**config.mk**
```make
export PLATFORM = sky130hd
export DESIGN_NAME = etapa_condicion_banderas_flat
export DESIGN_NICKNAME = d
export VERILOG_FILES = /design/src/rtl/etapa_condicion_banderas_if.sv /design/src/rtl/etapa_condicion_banderas.sv /design/src/flat_wrapper.sv
export SDC_FILE = /design/constraint.sdc
export NUM_CORES = 1
export LEC_CHECK = 0
export ABC_AREA = 1
export BUFFER_PORTS_ARGS = -buffer_cell sky130_fd_sc_hd__buf_2
export CAP_MARGIN = 20
export CORE_AREA = 4 4 93 95
export CTS_CLUSTER_SIZE = 28
export DETAILED_ROUTE_END_ITERATION = 10
export DIE_AREA = 0 0 97 99
export PLACE_DENSITY = 0.6
export SYNTH_ARGS = -nofsm -noshare
export SYNTH_HDL_FRONTEND = slang
export SYNTH_SLANG_ARGS = --single-unit
```
**constraint.sdc**
```tcl
create_clock -name clk -period 1.83 [get_ports clk]
set_clock_uncertainty 0.2 [all_clocks]
set_input_delay 0.2745 -clock clk [delete_from_list [all_inputs] [get_ports clk]]
set_output_delay 0.2745 -clock clk [all_outputs]
set_load 0.01 [all_outputs]
```
**src/rtl/etapa_condicion_banderas_if.sv**
```systemverilog
// rtl/etapa_condicion_banderas_if.sv - ALU-to-writeback handshake and payload bundle for the condition/flags stage
interface etapa_condicion_banderas_if #(
    parameter int N     = 32,
    parameter int CNT_W = 16
);
    logic             valid_in;
    logic             ready_in;
    logic [N-1:0]     resultado;
    logic             flag_n_in;
    logic             flag_z_in;
    logic             flag_v_in;
    logic             flag_c_in;
    logic [3:0]       cond;
    logic             set_flags;
    logic             reg_write_in;
    logic [3:0]       rd_in;
    logic             valid_out;
    logic             ready_out;
    logic [N-1:0]     resultado_out;
    logic [3:0]       rd_out;
    logic             reg_write_out;
    logic             cond_pass_out;
    logic [3:0]       nzcv;
    logic [CNT_W-1:0] annulled_count;

    modport master (
        output valid_in, resultado, flag_n_in, flag_z_in, flag_v_in, flag_c_in,
               cond, set_flags, reg_write_in, rd_in, ready_out,
        input  ready_in, valid_out, resultado_out, rd_out, reg_write_out,
               cond_pass_out, nzcv, annulled_count
    );

    modport slave (
        input  valid_in, resultado, flag_n_in, flag_z_in, flag_v_in, flag_c_in,
               cond, set_flags, reg_write_in, rd_in, ready_out,
        output ready_in, valid_out, resultado_out, rd_out, reg_write_out,
               cond_pass_out, nzcv, annulled_count
    );
endinterface

```
**src/rtl/etapa_condicion_banderas.sv**
```systemverilog
// rtl/etapa_condicion_banderas.sv - execute back end: condition evaluation, NZCV register, writeback pipeline slot
module etapa_condicion_banderas #(
    parameter int N     = 32,
    parameter int CNT_W = 16
) (
    input  logic                      clk,
    input  logic                      rst_n,
    etapa_condicion_banderas_if.slave bus
);
    localparam logic [CNT_W-1:0] CNT_ONE = 1;

    logic             valid_q, valid_d;
    logic [N-1:0]     res_q, res_d;
    logic [3:0]       rd_q, rd_d;
    logic             rw_q, rw_d;
    logic             pass_q, pass_d;
    logic [3:0]       nzcv_q, nzcv_d;
    logic [CNT_W-1:0] cnt_q, cnt_d;

    logic ready;
    logic accept;
    logic pass;
    logic fn, fz, fc, fv;

    assign fn = nzcv_q[3];
    assign fz = nzcv_q[2];
    assign fc = nzcv_q[1];
    assign fv = nzcv_q[0];

    // Evaluated against the architectural register only, never the incoming ALU flags.
    always_comb begin
        pass = 1'b0;
        unique case (bus.cond)
            4'b0000: pass = fz;
            4'b0001: pass = !fz;
            4'b0010: pass = fc;
            4'b0011: pass = !fc;
            4'b0100: pass = fn;
            4'b0101: pass = !fn;
            4'b0110: pass = fv;
            4'b0111: pass = !fv;
            4'b1000: pass = fc && !fz;
            4'b1001: pass = !fc || fz;
            4'b1010: pass = (fn == fv);
            4'b1011: pass = (fn != fv);
            4'b1100: pass = !fz && (fn == fv);
            4'b1101: pass = fz || (fn != fv);
            4'b1110: pass = 1'b1;
            default: pass = 1'b0;
        endcase
    end

    assign ready  = !valid_q || bus.ready_out;
    assign accept = bus.valid_in && ready;

    always_comb begin
        valid_d = valid_q;
        res_d   = res_q;
        rd_d    = rd_q;
        rw_d    = rw_q;
        pass_d  = pass_q;
        nzcv_d  = nzcv_q;
        cnt_d   = cnt_q;
        if (accept) begin
            valid_d = 1'b1;
            res_d   = bus.resultado;
            rd_d    = bus.rd_in;
            pass_d  = pass;
            rw_d    = bus.reg_write_in && pass;
            // Flags commit at accept so the very next instruction is evaluated against them.
            if (pass && bus.set_flags) begin
                nzcv_d = {bus.flag_n_in, bus.flag_z_in, bus.flag_c_in, bus.flag_v_in};
            end
            if (!pass) begin
                cnt_d = cnt_q + CNT_ONE;
            end
        end else if (valid_q && bus.ready_out) begin
            valid_d = 1'b0;
        end
    end

    always_ff @(posedge clk or negedge rst_n) begin
        if (!rst_n) begin
            valid_q <= 1'b0;
            res_q   <= '0;
            rd_q    <= '0;
            rw_q    <= 1'b0;
            pass_q  <= 1'b0;
            nzcv_q  <= '0;
            cnt_q   <= '0;
        end else begin
            valid_q <= valid_d;
            res_q   <= res_d;
            rd_q    <= rd_d;
            rw_q    <= rw_d;
            pass_q  <= pass_d;
            nzcv_q  <= nzcv_d;
            cnt_q   <= cnt_d;
        end
    end

    assign bus.ready_in       = ready;
    assign bus.valid_out      = valid_q;
    assign bus.resultado_out  = res_q;
    assign bus.rd_out         = rd_q;
    assign bus.reg_write_out  = rw_q;
    assign bus.cond_pass_out  = pass_q;
    assign bus.nzcv           = nzcv_q;
    assign bus.annulled_count = cnt_q;
endmodule

```
**src/flat_wrapper.sv**
```systemverilog
// flat-port wrapper written by rule: the top's interface ports become plain ports
module etapa_condicion_banderas_flat 
#(
    parameter int N     = 32,
    parameter int CNT_W = 16
)
  (clk, rst_n, bus_valid_in, bus_resultado, bus_flag_n_in, bus_flag_z_in, bus_flag_v_in, bus_flag_c_in, bus_cond, bus_set_flags, bus_reg_write_in, bus_rd_in, bus_ready_out, bus_ready_in, bus_valid_out, bus_resultado_out, bus_rd_out, bus_reg_write_out, bus_cond_pass_out, bus_nzcv, bus_annulled_count);
  etapa_condicion_banderas_if #(.N(N), .CNT_W(CNT_W)) bus_i ();
  input  logic clk;
  input  logic rst_n;
  input wire logic [$bits(bus_i.valid_in)-1:0] bus_valid_in;
  input wire logic [$bits(bus_i.resultado)-1:0] bus_resultado;
  input wire logic [$bits(bus_i.flag_n_in)-1:0] bus_flag_n_in;
  input wire logic [$bits(bus_i.flag_z_in)-1:0] bus_flag_z_in;
  input wire logic [$bits(bus_i.flag_v_in)-1:0] bus_flag_v_in;
  input wire logic [$bits(bus_i.flag_c_in)-1:0] bus_flag_c_in;
  input wire logic [$bits(bus_i.cond)-1:0] bus_cond;
  input wire logic [$bits(bus_i.set_flags)-1:0] bus_set_flags;
  input wire logic [$bits(bus_i.reg_write_in)-1:0] bus_reg_write_in;
  input wire logic [$bits(bus_i.rd_in)-1:0] bus_rd_in;
  input wire logic [$bits(bus_i.ready_out)-1:0] bus_ready_out;
  output wire logic [$bits(bus_i.ready_in)-1:0] bus_ready_in;
  output wire logic [$bits(bus_i.valid_out)-1:0] bus_valid_out;
  output wire logic [$bits(bus_i.resultado_out)-1:0] bus_resultado_out;
  output wire logic [$bits(bus_i.rd_out)-1:0] bus_rd_out;
  output wire logic [$bits(bus_i.reg_write_out)-1:0] bus_reg_write_out;
  output wire logic [$bits(bus_i.cond_pass_out)-1:0] bus_cond_pass_out;
  output wire logic [$bits(bus_i.nzcv)-1:0] bus_nzcv;
  output wire logic [$bits(bus_i.annulled_count)-1:0] bus_annulled_count;
  assign bus_i.valid_in = bus_valid_in;
  assign bus_i.resultado = bus_resultado;
  assign bus_i.flag_n_in = bus_flag_n_in;
  assign bus_i.flag_z_in = bus_flag_z_in;
  assign bus_i.flag_v_in = bus_flag_v_in;
  assign bus_i.flag_c_in = bus_flag_c_in;
  assign bus_i.cond = bus_cond;
  assign bus_i.set_flags = bus_set_flags;
  assign bus_i.reg_write_in = bus_reg_write_in;
  assign bus_i.rd_in = bus_rd_in;
  assign bus_i.ready_out = bus_ready_out;
  assign bus_ready_in = bus_i.ready_in;
  assign bus_valid_out = bus_i.valid_out;
  assign bus_resultado_out = bus_i.resultado_out;
  assign bus_rd_out = bus_i.rd_out;
  assign bus_reg_write_out = bus_i.reg_write_out;
  assign bus_cond_pass_out = bus_i.cond_pass_out;
  assign bus_nzcv = bus_i.nzcv;
  assign bus_annulled_count = bus_i.annulled_count;
  etapa_condicion_banderas #(.N(N), .CNT_W(CNT_W)) u_core (.clk(clk), .rst_n(rst_n), .bus(bus_i));
endmodule
```
Yosys cells after proc, flatten, opt, wreduce, memory -nomap -nowiden
Index checks and enable logic that the tools add are counted.
{"block": "classes", "add_sub_neg": 1, "n_mul": 0, "div_mod_pow": 0, "order_cmp": 0, "eq_ne": 16, "shifts": 0, "n_mux": 3, "n_bitwise": 1, "n_reduce_logical": 18}
{"op": "$eq A4 B4 Y1 const B", "count": 7}
{"op": "$add A16 B1 Y16 const B", "count": 1}
{"op": "$eq A4 B3 Y1 const B", "count": 4}
{"op": "$pmux W1 S15", "count": 1}
{"op": "$eq A4 B2 Y1 const B", "count": 2}
{"op": "$logic_and A1 B1 Y1", "count": 6}
{"op": "$logic_not A1 Y1", "count": 5}
{"op": "$eq A4 B1 Y1 const B", "count": 1}
{"op": "$logic_not A4 Y1", "count": 1}
{"op": "$reduce_and A2 Y1", "count": 2}
{"op": "$logic_or A1 B1 Y1", "count": 3}
{"op": "$mux W1", "count": 2}
{"op": "$reduce_bool A2 Y1", "count": 1}
{"op": "$eq A1 B1 Y1", "count": 1}
{"op": "$ne A1 B1 Y1", "count": 1}
{"op": "$not A1 Y1", "count": 1}
{"block": "totals", "regBits": 59, "latch_bits": 0, "ramBits": 0, "romBits": 0, "wordCells": 46, "n_memories": 0}

Depth between registers and ports, before layout
{"block": "depth", "ltp_word": 5, "depth_mapped": 11, "ltp_nobuf": 11}

Least setup slack after synthesis
No wires, ideal clock.
{"block": "synth_timing", "path_kind": "register -> register", "start": "register u_core.nzcv_q[3], in the netlist u_core.bus.nzcv[3]", "end": "register u_core.cnt_q[13], in the netlist u_core.bus.annulled_count[13]", "setup_time_ns": 0.117, "t_arrival_ns": 1.398, "required_time_ns": 1.513, "slack_ns": 0.114, "path_stages_with_launch": 11, "n_path_buf": 1, "synth_period_minus_slack_ns": 1.716, "path_cell_list": "dfrtp_1 > inv_1 > nand2_1 > nand2_1 > a21oi_2 > nand3_2 > nor2_8 > nand3_4 > buf_6 > nand2_1 > nand2_1"}
{"block": "synth_via", "elab_chain_len": 5, "word_cells_on_any_way": 8}
{"item": "start: declaration", "line": "etapa_condicion_banderas.sv:17", "rtl": "logic [3:0] nzcv_q, nzcv_d;"}
{"item": "start signal: assignment", "line": "etapa_condicion_banderas.sv:97", "rtl": "nzcv_q <= nzcv_d;"}
{"item": "$ne A1 B1 Y1 or $eq A1 B1 Y1 (tied branches)"}
{"item": "$logic_or A1 B1 Y1 or $logic_and A1 B1 Y1 (tied branches)", "line": "etapa_condicion_banderas.sv:47, etapa_condicion_banderas.sv:46"}
{"item": "$pmux W1 S15 *", "line": "etapa_condicion_banderas.sv:33", "rtl": "unique case (bus.cond)"}
{"item": "$not A1 Y1 (no source line) *"}
{"item": "$reduce_and A2 Y1 (no source line) *"}
{"item": "end signal: assignment", "line": "etapa_condicion_banderas.sv:98", "rtl": "cnt_q <= cnt_d;"}
{"item": "end: declaration", "line": "etapa_condicion_banderas.sv:18", "rtl": "logic [CNT_W-1:0] cnt_q, cnt_d;"}
Mark *: on every way between the ends. The rest lies on a longest branch, timed or not.
A chain may end at the register's enable or synchronous reset.

Worst setup path after layout
{"block": "layout_timing", "start": "register u_core.nzcv_q[0], in the netlist u_core.bus.nzcv[0]", "end": "register u_core.cnt_q[4], in the netlist u_core.bus.annulled_count[4]"}
Same word-level chain as after synthesis.

==> reports/metrics.yaml <==
status:
  status: "complete, no violations"
cells_and_area:
  drive_gt1_share_pct: 28.7
  design_area_um2: 4300
  final_nets: 587
  antenna_cells: 0
  areaGrowthSynthToFinish_pct: 48.5
  nFillCells: 713
sta:
  relSlewSlack_pct: 77.4
  setup_tns_ns: 0
  rsz0062_at_grt: "yes"
  period_minus_slack_ns: 1.69
  hold_viol_final: 0
  fmax_mhz: 592
  post-route-period-util_pct: 92.3
  hold_ws_ns: 0.0385
  finalSetupViolations: 0
  drv_slew: 0
  worst_pin_slew_ns: 0.340
drt:
  drtAntennaViolNets: 0
  vias: 2953
  vias_per_cell: 4.59
  wire_per_inst_um: 12.6
  drtIter0Drc: 85
  drc: 0
  routed_wl_mm: 8.13
  dr.pass1.iters: 4
power:
  p_leak_nw: 2.41
  p_per_area_nw_per_um2: 1060
  total_power_mw: 4.57
  peakVddDrop_mv: 0.466
floorplan:
  core_um2: 7730
  start_util_pct: 37.5
  fp.dieArea_um2: 9600
  ios: 110
  fp.dieH_um: 99
  dieWidth_um: 97
  num_rows: 32
critical_path:
  cp_max_fo: 8
  end_kind: "flop"
  critPathArrivalTime_ns: 1.71
  cp_common_cell: "nand2_2"
  cp-start-kind: "flop"
  path_buf_inv: 1
  cp_data_required_time_ns: 1.85
  critPathSlowestCell: "dfrtp_1"
  cpPeakStageDelay_ns: 0.40
  path_cells: "inv_1 -> nand2_2 -> nand2_2 -> a21oi_2 -> nand3_2 -> nor2_8 -> nand3_4 -> nand2_2 -> nand2_2"
  crit_type: "reg2reg"
  cp_top_family: "simple AND/OR/NAND/NOR gates"
clocking:
  cts_tree: "yes"
  clkSinkCount: 59
  cts.root.buffer_cell: "clkbuf_8"
  path_clk_slew_ns: 0.07
  cts_buffers: 9
  htreeDepth: 3
  insertion_delay_ns: 0.33
  clock_tree.buffer_depth: 2
placed_design:
  dp_hpwl_mm: 5.22
  portBuffers: 109
  routabilityCongestion: 0.845
  place_area_um2: 3580
min_path:
  hold_path_class: "in2reg"
global_routing:
  grt_pass1_wl_mm: 13.7
  grt_pass1_vias: 2908
  grt_max_degree: 60
  grtUsageTotal_pct: 17.3
  antenna_found_initial: 0
  grt_overflow: 0
yosys:
  yosysUniqueCellTypes: 26
  synth_warnings: 0
  syn_area_per_cell_um2: 7.68
  syn-num-nets: 428
  synth-seq-area-share_pct: 51.0
  ys_seq_elements: 59
  synthesis.area_um2: 2900
  synthesis.instances: 377
run:
  cap_violations: 0
## Yosys cell counts (all sizes together)
| master | count | area [um^2] |
|---|---|---|
| nand2 | 200 | 761 |
| dfrtp | 59 | 1480 |
| nand3 | 23 | 138 |
| nor2 | 23 | 103 |
| inv | 21 | 78.8 |
| nand4 | 18 | 113 |
| buf | 10 | 58.8 |
| xnor2 | 6 | 52.6 |
| clkbuf | 4 | 15.0 |
| xor2 | 4 | 35.0 |
| a21oi | 2 | 17.5 |
| nand3b | 2 | 15.0 |
| a31oi | 1 | 6.26 |
| and2 | 1 | 6.26 |
| clkinv | 1 | 3.75 |
| ha | 1 | 12.5 |
| o21ai | 1 | 5.00 |
## flip-flops by register name, summed over array words and instances, names as in the netlist
register	flops
u_core.bus.rd_out	4
u_core.bus.cond_pass_out	1
u_core.bus.reg_write_out	1
u_core.bus.valid_out	1
u_core.bus.annulled_count	16
u_core.bus.nzcv	4
u_core.bus.resultado_out	32
## report_power, final
group	total [mW]	switching, mW	internal (mW)
combinational	1.41	0.813	0.599
sequential	1.71	0.184	1.52
clock	1.45	0.512	0.938
## cell type report
class | instances | area (um^2) | area share, %
inverters | 22 | 82.6 | 1.92
clock buffers | 11 | 141 | 3.29
repair buffers | 161 | 1070 | 24.9
clock inverters | 5 | 100 | 2.33
multi-input cells | 283 | 1300 | 30.3
flip-flops and latches | 59 | 1480 | 34.3
well taps | 102 | 128 | 2.97
## worst min-delay path: cells and delay by family
kind                   cells  cell delay (ns)
buffers and inverters      2             0.10
and+or+nand+nor            2             0.15
## repair_timing
item	4_1_cts	5_1_grt
setup endpoints to repair	0	21
endpoints found under the hold margin	100	0
buffers inserted	0	2
gates resized for setup	0	12
hold buffers	42	0
## logic make-up (layout without fill, tap and decap cells)
logic type | count (synthesis) | in the layout | share of synthesized area [%]
simple gates | 267 | 268 | 39.2
flops | 59 | 59 | 51.0
buf+inv | 36 | 199 | 5.40
xor+xnor | 10 | 10 | 3.02
compound gates | 4 | 4 | 0.994
fa+ha+maj | 1 | 1 | 0.432
## through the flow
step,setup WS [ns],cells,utilization (%)
final,0.142,643,55.7
after global routing,-0.0327,643,55.7
after CTS,0.0514,640,54.9
after detailed placement,0.0545,582,46.3
after global placement,0.0939,582,46.3
after floorplan,0.114,377,-
## metal layers
| metal | global-route usage, % | vias to the layer above | routed length (um) |
|---|---|---|---|
| met1 | 21.4 | 1338 | 3410 |
| met4 | 6.26 | 0 | 119 |
| met2 | 28.1 | 103 | 3960 |
| met5 | 0 | - | 0 |
| met3 | 6.16 | 14 | 632 |
| li1 | - | 1498 | - |
## cell usage in the layout (no fill, tap or decap), types with 2 or more instances in the layout
master	Yosys	routed
inv_2	2	3
xnor2_1	6	6
clkbuf_8	0	10
nand3b_1	2	2
bufinv_16	0	3
a21oi_2	2	2
clkinv_2	0	2
nand3_4	1	2
buf_4	3	7
xor2_1	4	4
nand3_1	20	20
nand2_1	198	189
buf_2	2	109
nand4_1	18	18
nor2_1	22	22
buf_12	0	2
dfrtp_1	59	59
dlygate4sd3_1	0	42
nand3_2	2	2
nand2_2	1	10
inv_1	19	18
## path summary, 6_finish.rpt
path                                                    startpoint                                        to  slack, ns  cells past startpoint
setup / recovery                    u_core.bus.nzcv[0]$_DFFE_PN0P_  u_core.bus.annulled_count[4]$_DFFE_PN0P_       0.14                      9
hold / removal                                       bus_ready_out          u_core.bus.valid_out$_DFFE_PN0P_       0.04                      4
setup reg to reg                    u_core.bus.nzcv[0]$_DFFE_PN0P_  u_core.bus.annulled_count[4]$_DFFE_PN0P_       0.14                      9
hold reg to reg            u_core.bus.resultado_out[2]$_DFFE_PN0P_   u_core.bus.resultado_out[2]$_DFFE_PN0P_       0.27                      2
max in group asynchronous                                    rst_n  u_core.bus.resultado_out[13]$_DFFE_PN0P_       0.89                      3
min in group asynchronous                                    rst_n  u_core.bus.resultado_out[26]$_DFFE_PN0P_       0.26                      3
No activity file was read; power rests on OpenSTA's default activity.
